==> src/rtl/noc_system.sv <==
// Single-input, two-output wormhole NoC node: input FIFO, one-flit routing stage,
// and two output FIFOs with atomic multicast into both outputs.
module noc_system #(
  parameter int DW        = 32,
  parameter int IN_DEPTH  = 4,
  parameter int OUT_DEPTH = 4
) (
  input  logic          clk,
  input  logic          rstn,
  input  logic [DW-1:0] data_i_stab,
  input  logic          valid_i_stab,
  output logic          ready_o_stab,
  output logic [DW-1:0] data_o_flee0,
  output logic          valid_o_flee0,
  input  logic          ready_i_flee0,
  output logic [DW-1:0] data_o_flee1,
  output logic          valid_o_flee1,
  input  logic          ready_i_flee1
);

  localparam int IAW = $clog2(IN_DEPTH);
  localparam int OAW = $clog2(OUT_DEPTH);
  localparam logic [1:0] T_HEAD = 2'b10;
  localparam logic [1:0] T_TAIL = 2'b01;

  function automatic logic [1:0] flit_type(input logic [DW-1:0] f);
    return f[DW-1:DW-2];
  endfunction

  function automatic logic [1:0] flit_mask(input logic [DW-1:0] f);
    return f[DW-3:DW-4];
  endfunction

  logic                rdy_r;
  logic [DW-1:0]       in_mem_r [IN_DEPTH];
  logic [IAW:0]        in_wr_r;
  logic [IAW:0]        in_rd_r;
  logic                in_full_s;
  logic                in_empty_s;
  logic                in_push_s;
  logic                in_pop_s;
  logic [DW-1:0]       in_head_s;
  logic [1:0]          head_type_s;
  logic [1:0]          head_mask_s;
  logic [1:0]          route_r;

  logic                stg_valid_r;
  logic [DW-1:0]       stg_data_r;
  logic [1:0]          stg_mask_r;
  logic                stg_adv_s;

  logic [DW-1:0]       out_mem_r [2][OUT_DEPTH];
  logic [OAW:0]        out_wr_r [2];
  logic [OAW:0]        out_rd_r [2];
  logic [1:0]          out_full_s;
  logic [1:0]          out_empty_s;
  logic [1:0]          out_pop_s;
  logic [1:0]          out_push_s;
  logic [1:0]          out_space_s;
  logic [1:0]          snk_rdy_s;

  assign snk_rdy_s    = {ready_i_flee1, ready_i_flee0};
  // rdy_r holds ready low until the first edge after reset release
  assign ready_o_stab = rdy_r && !in_full_s;
  assign in_push_s    = valid_i_stab && ready_o_stab;
  assign in_head_s    = in_mem_r[in_rd_r[IAW-1:0]];
  assign head_type_s  = flit_type(in_head_s);

  assign valid_o_flee0 = !out_empty_s[0];
  assign valid_o_flee1 = !out_empty_s[1];
  assign data_o_flee0  = out_mem_r[0][out_rd_r[0][OAW-1:0]];
  assign data_o_flee1  = out_mem_r[1][out_rd_r[1][OAW-1:0]];

  // Input FIFO status and route resolution for the flit at its head
  always_comb begin
    in_empty_s  = (in_wr_r == in_rd_r);
    in_full_s   = (in_wr_r[IAW] != in_rd_r[IAW]) &&
                  (in_wr_r[IAW-1:0] == in_rd_r[IAW-1:0]);
    head_mask_s = route_r;
    if (head_type_s[1]) begin
      head_mask_s = flit_mask(in_head_s);
    end else begin
      head_mask_s = route_r;
    end
    in_pop_s = !in_empty_s && (!stg_valid_r || stg_adv_s);
  end

  // Output FIFO status; a pop frees a full FIFO for a same-cycle push
  always_comb begin
    out_empty_s = 2'b00;
    out_full_s  = 2'b00;
    out_pop_s   = 2'b00;
    out_space_s = 2'b00;
    for (int p = 0; p < 2; p++) begin
      out_empty_s[p] = (out_wr_r[p] == out_rd_r[p]);
      out_full_s[p]  = (out_wr_r[p][OAW] != out_rd_r[p][OAW]) &&
                       (out_wr_r[p][OAW-1:0] == out_rd_r[p][OAW-1:0]);
      out_pop_s[p]   = !out_empty_s[p] && snk_rdy_s[p];
      out_space_s[p] = !out_full_s[p] || out_pop_s[p];
    end
    stg_adv_s  = stg_valid_r &&
                 (!stg_mask_r[0] || out_space_s[0]) &&
                 (!stg_mask_r[1] || out_space_s[1]);
    out_push_s = stg_adv_s ? stg_mask_r : 2'b00;
  end

  // FIFO storage writes (contents need no reset, pointers gate visibility)
  always_ff @(posedge clk) begin
    if (in_push_s) begin
      in_mem_r[in_wr_r[IAW-1:0]] <= data_i_stab;
    end
    for (int p = 0; p < 2; p++) begin
      if (out_push_s[p]) begin
        out_mem_r[p][out_wr_r[p][OAW-1:0]] <= stg_data_r;
      end
    end
  end

  // Pointers, wormhole route latch and routing stage register
  always_ff @(posedge clk or negedge rstn) begin
    if (!rstn) begin
      rdy_r       <= 1'b0;
      in_wr_r     <= '0;
      in_rd_r     <= '0;
      route_r     <= 2'b00;
      stg_valid_r <= 1'b0;
      stg_data_r  <= '0;
      stg_mask_r  <= 2'b00;
      for (int p = 0; p < 2; p++) begin
        out_wr_r[p] <= '0;
        out_rd_r[p] <= '0;
      end
    end else begin
      rdy_r <= 1'b1;
      if (in_push_s) begin
        in_wr_r <= in_wr_r + 1'b1;
      end
      if (in_pop_s) begin
        in_rd_r <= in_rd_r + 1'b1;
        case (head_type_s)
          T_HEAD:  route_r <= flit_mask(in_head_s);
          T_TAIL:  route_r <= 2'b00;
          default: route_r <= route_r;
        endcase
      end
      // Unrouted flits are consumed here without ever entering the stage
      if (in_pop_s && (head_mask_s != 2'b00)) begin
        stg_valid_r <= 1'b1;
        stg_data_r  <= in_head_s;
        stg_mask_r  <= head_mask_s;
      end else if (stg_adv_s) begin
        stg_valid_r <= 1'b0;
      end
      for (int p = 0; p < 2; p++) begin
        if (out_push_s[p]) begin
          out_wr_r[p] <= out_wr_r[p] + 1'b1;
        end
        if (out_pop_s[p]) begin
          out_rd_r[p] <= out_rd_r[p] + 1'b1;
        end
      end
    end
  end

endmodule

==> config.mk <==
export PLATFORM = sky130hd
export DESIGN_NAME = noc_system
export DESIGN_NICKNAME = d
export VERILOG_FILES = /design/src/rtl/noc_system.sv
export SDC_FILE = /design/constraint.sdc
export NUM_CORES = 1
export LEC_CHECK = 0
export CAP_MARGIN = 20
export CORE_ASPECT_RATIO = 0.9
export CORE_UTILIZATION = 50
export DETAILED_ROUTE_END_ITERATION = 10
export PLACE_DENSITY_LB_ADDON = 0.12
export SLEW_MARGIN = 0
export SYNTH_ARGS = -nofsm -noshare
export SYNTH_HDL_FRONTEND = slang
export SYNTH_SLANG_ARGS = --single-unit
==> constraint.sdc <==
create_clock -name clk -period 6.2 [get_ports clk]
set_input_delay 1.24 -clock clk [delete_from_list [all_inputs] [get_ports clk]]
set_output_delay 1.24 -clock clk [all_outputs]
set_load 0.01 [all_outputs]
# Word-level counts from Yosys, hierarchy flattened
# Memories as Yosys holds them, arrays and structs flattened.
# Index checks and enable logic that the tools add are counted.
dict set report op_classes {
  addsub 6
  n_lt_le_gt_ge 6
  eq_ne 11
  n_mux 21
  bitwise 4
  n_reduce_logical 31
}
# op count
set ops {}
lappend ops {{2-to-1 mux 128 bit} 2}
lappend ops {{2-to-1 mux 32 bit} 6}
lappend ops {{binary-select mux 32 bit (select 2 bit)} 2}
lappend ops {{demux 32 bit (select 2 bit)} 2}
lappend ops {{adder 3 x 1 -> 3 bit, second input constant} 6}
lappend ops {{logical AND 1 bit} 13}
lappend ops {{greater-or-equal comparator 3 bit, second input constant} 4}
lappend ops {{NOT 2 -> 3 bit} 4}
lappend ops {{equality test 3 bit} 3}
lappend ops {{zero test 1 bit} 9}
lappend ops {{equality test 2 bit} 3}
lappend ops {{less-than comparator 3 x 1 -> 1 bit, second input constant} 2}
lappend ops {{2-to-1 mux 1 bit} 6}
lappend ops {{nonzero test 2 bit} 3}
lappend ops {{logical OR 1 bit} 5}
lappend ops {{2-to-1 mux 2 bit} 2}
lappend ops {{case mux 2 bit (2 select lines)} 1}
lappend ops {{inequality test 1 bit} 3}
lappend ops {{equality test 2 x 1 -> 1 bit, second input constant} 1}
lappend ops {{equality test 2 bit, second input constant} 1}
lappend ops {{AND reduction 2 bit} 1}
dict set report word_totals {
  register_bits 56
  ramBits 384
  in_bits 37
  out_inout_bits 67
  wordCells 92
  n_memories 2
}
# memory depth word_bits read_ports rd_clocked_by_memory_dff write_ports line_no
set mem_list {}
lappend mem_list {out_mem_r 2 128 2 0 2 52} ;# logic [DW-1:0] out_mem_r [2][OUT_DEPTH];
lappend mem_list {in_mem_r 4 32 1 0 1 35} ;# logic [DW-1:0] in_mem_r [IN_DEPTH];

# Logic depth before layout (Yosys ltp)
dict set report logic_depth {
  word_depth 11
  ltp_mapped 7
  depth_no_buf 6
}

# Least setup slack after synthesis
# OpenSTA, ideal clock, no wires.
dict set report synth_path {
  path_kind {input port to flip-flop}
  start {input port ready_i_flee1}
  end {memory out_mem_r[0][0] (netlist name) (enable)}
  setup_ps 394
  arrival_time_ps 2727
  required_time_ps 5806
  slack_ps 3079
  path_stages 4
  path_buffers 0
  cell_sequence {nor2b_1 -> and4_1 -> nor3_2 -> and3_1}
}
# element line_no
set synth_lines {}
lappend synth_lines {{start: declaration} 18} ;# input logic ready_i_flee1
lappend synth_lines {{end: declaration} 52}

# Worst setup path after layout
dict set report layout_path {
  start {register in_rd_r[1]}
  end {output port ready_o_stab}
}
dict set report layout_via {
  elab_chain_cells 4
}
# element line_no
set layout_lines {}
lappend layout_lines {{start: declaration} 37} ;# logic [IAW:0] in_rd_r;
lappend layout_lines {{start signal: assignment} 139} ;# in_rd_r <= in_rd_r + 1'b1;
lappend layout_lines {{equality test 2 bit} 78} ;# (in_wr_r[IAW-1:0] == in_rd_r[IAW-1:0]);
lappend layout_lines {{logical AND 1 bit} 77} ;# in_full_s = (in_wr_r[IAW] != in_rd_r[IAW]) &&
lappend layout_lines {{zero test 1 bit} 64} ;# assign ready_o_stab = rdy_r && !in_full_s;
lappend layout_lines {{logical AND 1 bit} 64}
lappend layout_lines {{end: declaration} 12} ;# output logic ready_o_stab,
# Every way passes these cells.

==> results.sh <==
export IMPL_yosys_area_top_type="edfxtp_1"
export IMPL_diodes=0
export IMPL_rsz0062_at_grt="no"
export IMPL_vias=7500
export IMPL_drive_gt1_frac=0.257
export IMPL_grt_max_degree=57
export IMPL_worst_hold_slack_ns=0.491
export IMPL_finalNetCount=908
export IMPL_top_usage_layer="met2"
export IMPL_antenna_found_initial=0
export IMPL_critPathMaxStageDelay_ns=0.76
export IMPL_synth_area_mm2=0.0166
export IMPL_routed_wl_mm=32.1
export IMPL_detail_route_vias_per_cell=5.73
export IMPL_pin_count=104
export IMPL_slowest_stage="dfrtp_1"
export IMPL_clk_pin_slew_worst_paths_ns=0.06
export IMPL_netlist_instances=716
export IMPL_path_cells="buf_4 -> xor2_1 -> o31a_1 -> clkdlybuf4s50_1"
export IMPL_power_mw=11.3
export IMPL_rows=62
export IMPL_cts_inserted_buffers=45
export IMPL_grt_pass1_wl_mm=49.4
export IMPL_area_delta_synth_final_pct=18.6
export IMPL_synth_top_cell_area_share=0.695
export IMPL_tightest_slew_ns=0.999
export IMPL_synth_edf_count=384
export IMPL_path_buf_inv=2
export IMPL_cts_hold_buf=0
export IMPL_ys_types=42
export IMPL_slew_headroom=0.334
export IMPL_outcome="finished, final reports clean"
export IMPL_fp_dieH_um=175
export IMPL_drt_iter0_drc=608
export IMPL_slew_violations=0
export IMPL_gr_total_overflow=0
export IMPL_skew_ns=0.0157
export IMPL_io_buffer_count=103
export IMPL_ys_flop_type="edfxtp_1"
export IMPL_worstReg2RegStart="in_rd_r[1]"
export IMPL_required_ns=4.96
export IMPL_synthTopCellsByArea="edfxtp_1 69%, mux4_2 13%, dfrtp_1 8.4%, mux2_4 2.6%, ha_1 1.2%"
export IMPL_rr_worst_depth=5
export IMPL_initial_core_util=0.514
export IMPL_antenna_left=0
export IMPL_place_congestion=0.729
export IMPL_drc_errors=0
export IMPL_power_density_mw_per_mm2=574
export IMPL_start_kind="register"
export IMPL_crit_arrival_ns=2.92
export IMPL_postCtsSetupRepairBufs=0
export IMPL_synth_most_common_cell="edfxtp_1"
export IMPL_use_met3=0.0342
export IMPL_path_delay_family="buffers and inverters"
export IMPL_fin_crit_ns=4.16
export IMPL_die_area_mm2=0.0339
export IMPL_fmax_mhz=240
export IMPL_fin_tns_setup_ns=0
export IMPL_clk_latency_ns=0.55
export IMPL_cts_max_level=2
export IMPL_cts_root_buf="clkbuf_16"
export IMPL_syn_area_per_cell_um2=23.2
export IMPL_synth_commonest_cells="384 x edfxtp_1, 95 x mux4_2, 56 x dfrtp_1"
export IMPL_r2r_setup_slack_ns=2.95
export IMPL_worstSetupStartpoint="in_rd_r[1]"
export IMPL_crit_fanout=25
export IMPL_synth_seq_area_share=0.779
export IMPL_hold_violations=0
export IMPL_cap_viol_max_count=0
export IMPL_p_leak_nw=6.71
export IMPL_wire_per_inst_um=24.5
export IMPL_post_cts_resized=0
export IMPL_cts_sink_count=440
export IMPL_cts_path_max_buffers=3
export IMPL_cts_tree="built"
export IMPL_synth_warnings=0
export IMPL_peakVddDrop_v=0.000280
export IMPL_dp_hpwl_mm=19.9
export IMPL_met2_usage=0.324
export IMPL_final_period_utilization=0.671
export IMPL_setup_viol=0
export IMPL_setup_worst_path_end="ready_o_stab"
export IMPL_die_w_um=194
export IMPL_crit_type="reg -> out"
export IMPL_core_area_mm2=0.0323
export IMPL_use_met1=0.273
export IMPL_n_fill_cell=2271
export IMPL_r2r_end="in_mem_r[0][4]"
export IMPL_drtPass1Iterations=5
export IMPL_ys_ff_latch=440
export IMPL_async_flop_share=0.127
export IMPL_grt_pass1_vias=8173
export IMPL_synth_fp_nets=769
export IMPL_hold_path_class="reg -> reg"
export IMPL_path_depth=4
export IMPL_critPathCaptureType="output port"
export IMPL_grt_use_total=0.197
## cells by family (layout without fill, tap and decap cells)
group | after synthesis | in the layout | synth area share
and+or+nand+nor | 46 | 46 | 0.0153
AOI/OAI and AO/OA | 20 | 20 | 0.00942
adders and majority gates | 16 | 16 | 0.0121
xor gates and xnor gates | 21 | 21 | 0.0111
other | 1 | 1 | 0.000226
muxes | 133 | 133 | 0.162
buffers and inverters | 39 | 215 | 0.0112
DFF | 440 | 440 | 0.779
## worst min-delay path by stage
stage                start  cells after the start          end
2_1_floorplan  out_wr_r[2]                      1  out_wr_r[2]
3_3_place_gp    in_wr_r[2]                      1   in_wr_r[2]
3_5_place_dp    in_wr_r[2]                      1   in_wr_r[2]
4_1_cts        out_wr_r[5]                      1  out_wr_r[5]
5_1_grt        out_wr_r[2]                      1  out_wr_r[2]
6_report       out_wr_r[5]                      1  out_wr_r[5]
## layout by cell type, fill, tap and decap left out, types with 3 or more instances in the layout
cell type        netlist  layout
clkbuf_16              0      47
nand3_1                4       4
clkinv_2               0       7
mux2_2                 5       5
mux2_4                29      29
xor2_1                 8       8
clkdlybuf4s50_1        0     102
edfxtp_1             384     384
bufinv_16              0       6
clkinvlp_4             0       4
dfrtp_2                0       3
clkbuf_1              11       8
nand2_1               12      12
o21ai_0                6       6
and3_2                 0       4
mux4_2                95      95
nor2_1                 6       6
and3_1                12       8
clkinv_1               0       8
ha_1                  16      16
dfrtp_1               56      53
xnor2_1               13      13
mux2i_1                3       3
buf_4                  0      15
inv_1                 11      11
## flip-flops by register name, summed over array words and instances (netlist names)
name and cells:
rdy_r 1, in_rd_r 3, out_rd_r 6, in_mem_r 128
route_r 2, out_mem_r 256, in_wr_r 3, stg_valid_r 1
stg_data_r 32, stg_mask_r 2, out_wr_r 6
## power by group
part / switching [mW] / internal (mW)
Clock: 1.08 / 1.66
Sequential: 0.604 / 4.31
Combinational: 1.69 / 1.95
## stage by stage
stage | util | std cells | area (um2) | setup slack [ns]
after global placement | 0.562 | 1223 | 18100 | 2.13
final | 0.610 | 1308 | 19700 | 2.04
after global routing | 0.610 | 1308 | 19700 | 1.92
after floorplan | - | 716 | 16600 | 3.08
after detailed placement | 0.563 | 1224 | 18200 | 2.23
after CTS | 0.610 | 1308 | 19700 | 1.96
## cell type report
type	count	area, um2	share of cell area
Clock buffer	57	1230	0.0627
Clock inverter	27	293	0.0149
Inverter	11	41.3	0.00210
Multi-Input combinational cell	237	3490	0.177
Sequential cell	440	12900	0.657
Tap cell	416	520	0.0264
Timing Repair Buffer	120	1170	0.0596
## metal layers
layer  up-vias  share of wire
li1       3234              -
met1      3984           0.44
met2       226           0.49
met3        56          0.049
met4         0          0.023
met5         -              0
No activity file was read; power rests on OpenSTA's default activity.
